`config.mk`:
```
export PLATFORM = sky130hd
export DESIGN_NAME = competition_arbiter
export DESIGN_NICKNAME = d
export VERILOG_FILES = /design/src/rtl/competition_pkg.sv /design/src/rtl/buzz_priority_arbiter.sv /design/src/rtl/competition_arbiter.sv
export SDC_FILE = /design/constraint.sdc
export NUM_CORES = 1
export LEC_CHECK = 0
export BUFFER_PORTS_ARGS = -buffer_cell sky130_fd_sc_hd__buf_2
export CORE_MARGIN = 1.5
export CORE_UTILIZATION = 45
export DETAILED_ROUTE_END_ITERATION = 10
export HOLD_SLACK_MARGIN = 0.02
export PLACE_DENSITY = 0.65
export SLEW_MARGIN = 20
export SYNTH_ARGS = -nofsm -noshare
export SYNTH_HDL_FRONTEND = slang
export SYNTH_SLANG_ARGS = --single-unit
```
`constraint.sdc`:
```
create_clock -name clk -period 4.6 [get_ports clk]
set_input_delay 0.23 -clock clk [delete_from_list [all_inputs] [get_ports clk]]
set_output_delay 0.23 -clock clk [all_outputs]
set_load 0.005 [all_outputs]
```
`src/rtl/competition_pkg.sv`:
```
// rtl/competition_pkg.sv - state encoding, default widths and score arithmetic for the quiz core
package competition_pkg;

  localparam int DEF_MAX_PLAYERS = 8;
  localparam int DEF_SCORE_W     = 7;
  localparam int DEF_TIME_W      = 7;
  localparam int DEF_QCNT_W      = 4;

  typedef enum logic [2:0] {
    ST_IDLE    = 3'd0,
    ST_READING = 3'd1,
    ST_OPEN    = 3'd2,
    ST_ANSWER  = 3'd3,
    ST_SHOW    = 3'd4,
    ST_FINISH  = 3'd5
  } state_t;

  function automatic int unsigned score_add_sat(input int unsigned score,
                                                input int unsigned inc,
                                                input int unsigned max_val);
    return (score + inc > max_val) ? max_val : score + inc;
  endfunction

  function automatic int unsigned score_sub_floor(input int unsigned score,
                                                  input int unsigned dec);
    return (score > dec) ? score - dec : 32'd0;
  endfunction

endpackage

```
`src/rtl/buzz_priority_arbiter.sv`:
```
// rtl/buzz_priority_arbiter.sv - combinational masked lowest-index picker with valid flag
module buzz_priority_arbiter #(
  parameter int MAX_PLAYERS = 8
) (
  input  logic [MAX_PLAYERS-1:0] i_req,
  input  logic [MAX_PLAYERS-1:0] i_mask,
  output logic                   o_valid,
  output logic [3:0]             o_index
);

  // Scanning downward lets the lowest qualifying index overwrite last.
  always_comb begin
    o_valid = 1'b0;
    o_index = 4'd0;
    for (int i = MAX_PLAYERS - 1; i >= 0; i--) begin
      if (i_req[i] && i_mask[i]) begin
        o_valid = 1'b1;
        o_index = 4'(i);
      end
    end
  end

endmodule

```
`src/rtl/competition_arbiter.sv`:
```
// rtl/competition_arbiter.sv - quiz core: questions, buzz arbitration, countdown, scoring (optional FALSE_START_EN)
module competition_arbiter
  import competition_pkg::*;
#(
  parameter int MAX_PLAYERS = DEF_MAX_PLAYERS,
  parameter int SCORE_W     = DEF_SCORE_W,
  parameter int TIME_W      = DEF_TIME_W,
  parameter int QCNT_W      = DEF_QCNT_W
) (
  input  logic                           clk,
  input  logic                           rst,
  input  logic                           tick_1s,
  input  logic                           start,
  input  logic                           open_q,
  input  logic                           judge_ok,
  input  logic                           judge_fail,
  input  logic [MAX_PLAYERS-1:0]         buzz,
  input  logic [4:0]                     player_count,
  input  logic [QCNT_W-1:0]              question_count,
  input  logic [TIME_W-1:0]              answer_time,
  input  logic [SCORE_W-1:0]             win_score,
  input  logic [3:0]                     success_score,
  input  logic [3:0]                     fail_score,
  output logic [2:0]                     state,
  output logic [3:0]                     answerer,
  output logic [TIME_W-1:0]              time_left,
  output logic [MAX_PLAYERS*SCORE_W-1:0] scores,
  output logic [MAX_PLAYERS-1:0]         lockout,
  output logic [QCNT_W-1:0]              play_count,
  output logic [3:0]                     winner,
  output logic                           winner_valid
);

  localparam int unsigned SCORE_MAX = (32'd1 << SCORE_W) - 32'd1;
  localparam logic [4:0]  MAX_P5    = 5'(MAX_PLAYERS);

  state_t r_state, w_state_next;

  logic [4:0]              r_pc;
  logic [QCNT_W-1:0]       r_qc;
  logic [TIME_W-1:0]       r_at;
  logic [SCORE_W-1:0]      r_ws;
  logic [3:0]              r_ss;
  logic [3:0]              r_fs;
  logic [SCORE_W-1:0]      r_score [MAX_PLAYERS];
  logic [MAX_PLAYERS-1:0]  r_lockout;
  logic [3:0]              r_answerer;
  logic [TIME_W-1:0]       r_time_left;
  logic [QCNT_W-1:0]       r_play;
  logic [3:0]              r_winner;
  logic                    r_winner_valid;

  logic [MAX_PLAYERS-1:0]  w_active;
  logic [MAX_PLAYERS-1:0]  w_at_win;
  logic                    w_cfg_ok;
  logic                    w_grant_valid;
  logic [3:0]              w_grant_idx;
  logic                    w_win_valid;
  logic [3:0]              w_win_idx;
  logic                    w_timeout;
  logic                    w_all_locked;
  logic                    w_start_ev;
  logic                    w_grant;
  logic                    w_ok;
  logic                    w_fail;
  logic                    w_enter_show;
  logic                    w_show_exit;

  for (genvar g = 0; g < MAX_PLAYERS; g++) begin : g_player
    assign w_active[g]                  = (5'(g) < r_pc);
    assign w_at_win[g]                  = (r_score[g] >= r_ws);
    assign scores[g*SCORE_W +: SCORE_W] = r_score[g];
  end

  assign w_cfg_ok     = (player_count != 5'd0) && (player_count <= MAX_P5) && (question_count != '0);
  assign w_all_locked = ((w_active & ~r_lockout) == '0);
  // answer_time==0 must expire immediately, without waiting for a tick
  assign w_timeout    = (r_time_left == '0) || (tick_1s && (r_time_left == TIME_W'(1)));

  buzz_priority_arbiter #(.MAX_PLAYERS(MAX_PLAYERS)) u_buzz_arb (
    .i_req   (buzz),
    .i_mask  (w_active & ~r_lockout),
    .o_valid (w_grant_valid),
    .o_index (w_grant_idx)
  );

  buzz_priority_arbiter #(.MAX_PLAYERS(MAX_PLAYERS)) u_win_arb (
    .i_req   (w_at_win),
    .i_mask  (w_active),
    .o_valid (w_win_valid),
    .o_index (w_win_idx)
  );

  always_ff @(posedge clk) begin
    if (!rst) r_state <= ST_IDLE;
    else      r_state <= w_state_next;
  end

  always_comb begin
    w_state_next = r_state;
    w_start_ev   = 1'b0;
    w_grant      = 1'b0;
    w_ok         = 1'b0;
    w_fail       = 1'b0;
    w_enter_show = 1'b0;
    w_show_exit  = 1'b0;
    case (r_state)
      ST_IDLE, ST_FINISH: begin
        if (start && w_cfg_ok) begin
          w_start_ev   = 1'b1;
          w_state_next = ST_READING;
        end
      end
      ST_READING: begin
        if (open_q) w_state_next = ST_OPEN;
      end
      ST_OPEN: begin
        if (w_grant_valid) begin
          w_grant      = 1'b1;
          w_state_next = ST_ANSWER;
        end else if (w_all_locked) begin
          w_enter_show = 1'b1;
          w_state_next = ST_SHOW;
        end
      end
      ST_ANSWER: begin
        if (judge_ok) begin
          w_ok         = 1'b1;
          w_enter_show = 1'b1;
          w_state_next = ST_SHOW;
        end else if (judge_fail || w_timeout) begin
          w_fail       = 1'b1;
          w_state_next = ST_OPEN;
        end
      end
      ST_SHOW: begin
        if (w_win_valid || (r_play == r_qc)) begin
          w_show_exit  = 1'b1;
          w_state_next = ST_FINISH;
        end else if (open_q) begin
          w_show_exit  = 1'b1;
          w_state_next = ST_READING;
        end
      end
      default: w_state_next = ST_IDLE;
    endcase
  end

  always_ff @(posedge clk) begin
    if (!rst) begin
      r_pc           <= '0;
      r_qc           <= '0;
      r_at           <= '0;
      r_ws           <= '0;
      r_ss           <= '0;
      r_fs           <= '0;
      r_lockout      <= '0;
      r_answerer     <= '0;
      r_time_left    <= '0;
      r_play         <= '0;
      r_winner       <= '0;
      r_winner_valid <= 1'b0;
      for (int i = 0; i < MAX_PLAYERS; i++) r_score[i] <= '0;
    end else begin
      if (w_start_ev) begin
        r_pc           <= player_count;
        r_qc           <= question_count;
        r_at           <= answer_time;
        r_ws           <= win_score;
        r_ss           <= success_score;
        r_fs           <= fail_score;
        r_play         <= '0;
        r_lockout      <= '0;
        r_winner       <= '0;
        r_winner_valid <= 1'b0;
        for (int i = 0; i < MAX_PLAYERS; i++) r_score[i] <= '0;
      end
`ifdef FALSE_START_EN
      if (r_state == ST_READING) begin
        for (int i = 0; i < MAX_PLAYERS; i++) begin
          if (buzz[i] && w_active[i]) begin
            r_score[i]   <= SCORE_W'(score_sub_floor(32'(r_score[i]), 32'(r_fs)));
            r_lockout[i] <= 1'b1;
          end
        end
      end
`endif
      if (w_grant) begin
        r_answerer  <= w_grant_idx;
        r_time_left <= r_at;
      end
      if ((r_state == ST_ANSWER) && tick_1s)
        r_time_left <= (r_time_left <= TIME_W'(1)) ? '0 : r_time_left - TIME_W'(1);
      for (int i = 0; i < MAX_PLAYERS; i++) begin
        if (4'(i) == r_answerer) begin
          if (w_ok) begin
            r_score[i] <= SCORE_W'(score_add_sat(32'(r_score[i]), 32'(r_ss), SCORE_MAX));
          end else if (w_fail) begin
            r_score[i]   <= SCORE_W'(score_sub_floor(32'(r_score[i]), 32'(r_fs)));
            r_lockout[i] <= 1'b1;
          end
        end
      end
      if (w_enter_show) r_play <= r_play + QCNT_W'(1);
      if (w_show_exit)  r_lockout <= '0;
      if ((r_state == ST_SHOW) && w_win_valid) begin
        r_winner       <= w_win_idx;
        r_winner_valid <= 1'b1;
      end
    end
  end

  assign state        = r_state;
  assign answerer     = r_answerer;
  assign time_left    = r_time_left;
  assign lockout      = r_lockout;
  assign play_count   = r_play;
  assign winner       = r_winner;
  assign winner_valid = r_winner_valid;

endmodule

```
==> Word level (Yosys, flattened, before mapping) <==
Memories as Yosys holds them, arrays and structs flattened.
Index checks and enable logic that the tools add are counted.
{ "word_totals": {"register_bits": 62, "wordCells": 333, "out_inout_bits": 87, "ram_bits": 56, "inputBits": 46, "n_memories": 1} }
{ "memory_table": {"columns": ["memory", "words", "word_bits", "read_ports", "rd_clocked_by_memory_dff", "wr", "line", "rtl"], "rows": [
  ["r_score", 8, 7, 8, 0, 8, "competition_arbiter.sv:45", "logic [SCORE_W-1:0] r_score [MAX_PLAYERS];"]
]} }
{ "op_classes": {"n_mux": 184, "add_sub_neg": 18, "order_cmp": 34, "n_reduce_logical": 37, "n_bitwise": 27, "eq_ne": 19} }
{ "op_table": {"columns": ["cell", "count"], "rows": [
  ["two-way mux 7 bit", 43],
  ["two-way mux 1 bit", 111],
  ["two-way mux 3 bit", 24],
  ["adder 7 x 4 -> 8 bit", 8],
  ["greater-than comparator 8 x 7 -> 1 bit (second input constant)", 8],
  [">= comparator 7 bit", 8],
  ["greater-than comparator 7 x 4 -> 1 bit", 8],
  ["subtractor 7 x 4 -> 7 bit", 8],
  ["bitwise OR 1 bit", 24],
  ["logical AND 1 bit", 22],
  ["less-than comparator 3 x 5 -> 1 bit (first input constant)", 4],
  ["equality test 3 x 4 -> 1 bit (first input constant)", 4],
  ["one-hot mux 3 bit (5 select lines)", 1],
  ["two-way mux 4 bit", 3],
  ["less-than comparator 1 x 5 -> 1 bit (first input constant)", 2],
  ["less-than comparator 2 x 5 -> 1 bit (first input constant)", 2],
  ["bitwise AND 8 bit", 1],
  ["equality test 2 x 4 -> 1 bit (first input constant)", 2],
  ["logical NOT 8 bit", 1],
  ["two-way mux 8 bit", 1],
  ["NOT 8 bit", 1],
  ["equality test 7 x 1 -> 1 bit (second input constant)", 1],
  ["less-or-equal comparator 7 x 1 -> 1 bit (second input constant)", 1],
  ["logical NOT 7 bit", 1],
  ["other kinds (21)", 30]
]} }

==> Longest topological paths before layout <==
{ "depth": {"word_depth": 15, "mapped_depth": 11, "mapped_depth_nobuf": 11} }

==> Hierarchy <==
Synthesis repeated with hierarchy kept, for this count alone.
{ "unflattened": {"hier_cells": 1201, "hier_area_um2": 10105.9} }
{ "modules_own_cells": {"columns": ["module", "seq_area_each_um2", "n_inst", "cells_each", "area_each_um2"], "rows": [
  ["competition_arbiter", 2922.8, 1, 1159, 9833.2],
  ["buzz_priority_arbiter", 0.0, 2, 21, 136.4]
]} }

==> Worst setup path before layout <==
Ideal clock, no wire load.
{ "synth_timing": {"kind": "register to register", "startpoint": "register r_fs[1]", "endpoint": "memory r_score[0][11] (netlist name) (data pin)", "t_required_ns": 4.344, "period_less_slack_ns": 3.190, "path_buffers": 0, "t_arrival_ns": 2.934, "stages_incl_launch_ff": 11, "setup_time_ns": 0.256, "setup_slack_ns": 1.410, "cell_sequence": "dfxtp_1 -> inv_1 -> ha_1 -> nor2b_1 -> o21a_1 -> o21ai_0 -> a21oi_1 -> o311ai_0 -> inv_1 -> a221o_1 -> a22o_1"} }
{ "synth_rtl": {"columns": ["item", "line", "rtl"], "rows": [
  ["start, declared", "competition_arbiter.sv:44", "logic [3:0] r_fs;"],
  ["start signal, assigned", "competition_arbiter.sv:171", "r_fs <= fail_score;"],
  ["end, declared", "competition_arbiter.sv:45", null]
]} }

==> results.md <==
- Cell count after synthesis: 1146
- Post-DR wirelength/cell: 18.7 um
- Leakage component of the power: between 0.004 and 0.005 uW
- Area of the die: 0.0224 mm2
- Antenna violations before repair: 1
- Total congestion overflow: 0
- # Max-Cap Violations: 0
- Total setup buffers inserted after CTS: 0
- Slowest-stage cell, CP: sky130_fd_sc_hd__inv_1
- Most frequent cells in the layout: sky130_fd_sc_hd__nand2_1, sky130_fd_sc_hd__buf_2, sky130_fd_sc_hd__ha_1
- Type of the tightest min-delay check: input pin to flip-flop
- Worst r2r path cells: 11
- Sort of element at the start of the critical path: flip-flop
- Largest stage delay, worst path: 690 ps
- Instance count on the critical path: 11
- Final design utilization: 0.531
- Clk pin slew, worst setup/hold paths: 60 ps
- Count of clock tree sinks: 116
- Worst Setup End Kind: flip-flop
- Proportion of synthesized area in mux cells: 0.00258
- Wire length of the first global-routing pass: 45700 um
- Required @ worst endpoint: 4780 ps
- Parity-gate share of the synthesized area counting xor and xnor cells: 0.0443
- PwrDens: 326 mW/mm2
- Number of nets in the finished design: 1462
- Fin Setup TNS: 0 ps
- Post-synthesis compound-gate area fraction: 0.242
- Multi-input gate area in the final layout: 0.00650 mm2
- Post-Synth Simple-Gate Area: 0.189
- Reg2reg start: r_fs[1]$_SDFFE_PN0P_
- Clock tree from TritonCTS: done
- Headroom to the max-slew limit: 0.216
- Placement row count: 53
- Number of unique standard cell types used by synthesis: 71
- Unrepaired setup endpoints after global routing: false
- Remaining routing DRC violations: 0
- Result of the run: complete, no violations
- DRT Wirelength: 29300 um
- Mean post-synth cell area: 8.45 um2
- Most common cell after layout, fill and taps aside: sky130_fd_sc_hd__nand2_1
- Area added between synthesis and finish: 15.6%
- Maximum number of pins on one net before global-route repair: 45
- Endpoint of the most critical setup path: r_score[0][11]$_SDFFCE_PN0P_
- CP Class: flip-flop to flip-flop
- Total via count after detailed routing: 9149
- Fraction of the cycle the final worst path needs: 0.718
- Highest net fanout along the worst path: 16
- Min cycle time layout: 3300 ps
- Post-synthesis instance area: about 0.0097 mm2
- Number of global-route vias before repair: 8449
- Maximum achievable frequency: 0.303 GHz
- Die boundary height: 150 um
- # H-tree levels: 4
- Post-synthesis adder-cell area fraction: 0.192
- Core Box Area: 0.0211 mm2
- Drt first-iter violations: 627
- EDFF count, synth: 56
- Reg-to-reg endpoint: r_score[0][11]$_SDFFCE_PN0P_
- R2r setup slk: 1300 ps
- Clk buf depth: 2
- Number of instances in the placed design: 1533
- Final count of negative-setup-slack endpoints: 0
- Worst hold path startpoint: success_score[3]
- Most used flip-flop cell after synthesis: sky130_fd_sc_hd__dfxtp_1
- Horizontal die dimension: 150 um
- Crit path top cell by count: sky130_fd_sc_hd__inv_1
- Final ANT Viol Nets: 0
- Buffers on Ports: between 100 and 150
- Fillers: 2015
- Number of buffers created by CTS: 17
- Fraction of final layout cells sized beyond drive strength 1: 0.154
- Non-filler instance count after layout: 1566
- Clock tree root buffer cell: sky130_fd_sc_hd__clkbuf_16
- Worst setup path start: r_fs[1]$_SDFFE_PN0P_
- Weighted congestion reported at the end of routability-driven placement: 0.925
- Final hold vios: 0
- Count of hold buffers inserted by post-cts repair: 0
- Post-cts repair resize count: 0
- Largest family of logic cells by synthesized area: compound AO/OA/AOI/OAI gates
- Worst Path Buf+Inv: 3
- Total area of sequential cells: just under 0.003 mm2
- Initial standard-cell utilization of the core: 0.459
- Count of pins over their slew limit: 0
- Number of warnings printed during yosys synthesis: 0
- Post-DR vias/cell: slightly below 6
- Actual slew at the worst max-slew pin: 1170 ps
- Total I/O pin count: 133
- First-pass iteration count of the detailed router: 5
- Skew final: 9.36 ps
- Half-perimeter wire length after detailed placement: 21600 um
- Total routing resource utilization after global routing: 0.267
- Clock latency at the later pin of the worst-skew pair: about 430 ps
- Arrival @ worst endpoint: 3480 ps
- Asr flop ratio synth: 0
- List of cells traversed by the critical path: inv_1 > ha_1 > nor2b_1 > o21a_1 > o21ai_0 > a21oi_1 > o311ai_0 > buf_4 > inv_1 > a221o_1 > a22o_1
- Worst IR drop on VDD: 0.238 mV
- CP delay by family, top: compound AO/OA/AOI/OAI gates
- Register area share after synthesis: 0.298
- Number of storage elements in the synthesis netlist: 116
## report_power, final
group          switching (uW)  internal (uW)  leakage (uW)  total [uW]
Sequential                156           1170       0.00107        1330
Combinational             599            449       0.00360        1050
Clock                     568            707      0.000276        1280
## logic make-up after synthesis
| logic type | Yosys count |
|---|---|
| and+or+nand+nor | 387 |
| AOI/OAI and AO/OA | 375 |
| adders and majority gates | 139 |
| DFF | 116 |
| buffers and inverters | 77 |
| xor gates and xnor gates | 49 |
| muxes | 2 |
| other | 1 |
## worst register-to-register path, stage by stage (launching register included)
cell and delay [ps]:
sky130_fd_sc_hd__dfxtp_1 310, sky130_fd_sc_hd__inv_1 690, sky130_fd_sc_hd__ha_1 400, sky130_fd_sc_hd__nor2b_1 140, sky130_fd_sc_hd__o21a_1 170, sky130_fd_sc_hd__o21ai_0 210, sky130_fd_sc_hd__a21oi_1 100, sky130_fd_sc_hd__o311ai_0 270
sky130_fd_sc_hd__buf_4 210, sky130_fd_sc_hd__inv_1 70, sky130_fd_sc_hd__a221o_1 310, sky130_fd_sc_hd__a22o_1 190
## stage by stage
stage	hold slack (ps)	area (um2)	worst slack, ps	power [uW]
floorplan	366	9690	1410	2040
global placement	442	10600	1360	2360
detailed placement	445	10600	1310	2380
CTS	23.0	11200	1310	3670
global route	37.8	11200	1050	3860
finish	44.2	11200	1300	3650
## area by class of cell
type,instances,area share
Antenna cell,1,0.000224
Multi-Input combinational cell,954,0.581
Timing Repair Buffer,142,0.0662
Clock buffer,18,0.0384
Sequential cell,116,0.258
Tap cell,275,0.0308
Inverter,46,0.0154
Clock inverter,14,0.0104
## worst min path at each step
stage / end / slack, ps / cells after the start
finish: r_ss[3]$_SDFFE_PN0P_ / 40 / 3
global route: r_ss[2]$_SDFFE_PN0P_ / 40 / 3
CTS: r_at[5]$_SDFFE_PN0P_ / 20 / 3
detailed placement: winner_valid$_SDFFE_PN0P_ / 440 / 2
global placement: r_fs[2]$_SDFFE_PN0P_ / 440 / 2
floorplan: r_at[0]$_SDFFE_PN0P_ / 370 / 2
## state kept, by name, summed over array words and instances, names as in the netlist
name          flops
r_fs              4
r_ss              4
r_pc              5
r_ws              7
winner            3
play_count        4
lockout           8
winner_valid      1
time_left         7
r_qc              4
answerer          3
state             3
r_score          56
r_at              7
## layer usage
layer,share of wire,routed length (um),vias to the layer above,track usage
met5,0,0,-,0
met4,0.029,844,0,0.101
met3,0.067,1950,50,0.0540
met2,0.46,13300,321,0.419
met1,0.45,13100,4292,0.361
li1,-,-,4486,-
## synthesized netlist by cell type, types with 3 or more instances
cell                        count  area (um2)
sky130_fd_sc_hd__ha_1         123        1540
sky130_fd_sc_hd__or4_1          4        30.0
sky130_fd_sc_hd__o22ai_1       16         100
sky130_fd_sc_hd__a21oi_1      102         510
sky130_fd_sc_hd__nand4_1        6        37.5
sky130_fd_sc_hd__edfxtp_1      56        1680
sky130_fd_sc_hd__a2111oi_0      3        26.3
sky130_fd_sc_hd__nand2b_1      15        93.8
sky130_fd_sc_hd__nor3_1        13        65.1
sky130_fd_sc_hd__a211oi_1      13        97.6
sky130_fd_sc_hd__o211ai_1       8        60.1
sky130_fd_sc_hd__o221ai_1       3        26.3
sky130_fd_sc_hd__and3_1        14        87.6
sky130_fd_sc_hd__o21a_1         9        67.6
sky130_fd_sc_hd__a21o_1        34         255
sky130_fd_sc_hd__nand3_1       19        95.1
sky130_fd_sc_hd__a221oi_1       5        43.8
sky130_fd_sc_hd__o221a_2        3        33.8
sky130_fd_sc_hd__xnor2_1       28         245
sky130_fd_sc_hd__a221o_1        4        40.0
sky130_fd_sc_hd__and2_1         9        56.3
sky130_fd_sc_hd__xor2_1        21         184
sky130_fd_sc_hd__nor2_1       103         387
sky130_fd_sc_hd__and3b_1        3        26.3
sky130_fd_sc_hd__nor3b_1        9        67.6
sky130_fd_sc_hd__a31oi_1        7        43.8
sky130_fd_sc_hd__nand2_1      139         522
sky130_fd_sc_hd__or2_2         13        81.3
sky130_fd_sc_hd__a211o_1        3        26.3
sky130_fd_sc_hd__nor4_1         7        43.8
sky130_fd_sc_hd__o2111ai_1      3        26.3
sky130_fd_sc_hd__clkbuf_1      26        97.6
sky130_fd_sc_hd__a22oi_1        9        67.6
sky130_fd_sc_hd__o2bb2ai_1      3        26.3
sky130_fd_sc_hd__nor2b_1       19         119
sky130_fd_sc_hd__dfxtp_1       60        1200
sky130_fd_sc_hd__o21bai_1       5        37.5
sky130_fd_sc_hd__fa_1          16         320
sky130_fd_sc_hd__inv_1         46         173
sky130_fd_sc_hd__or3_1          6        37.5
sky130_fd_sc_hd__o211a_1        6        60.1
sky130_fd_sc_hd__o21ai_0      117         586
No activity file was read; power rests on OpenSTA's default activity.
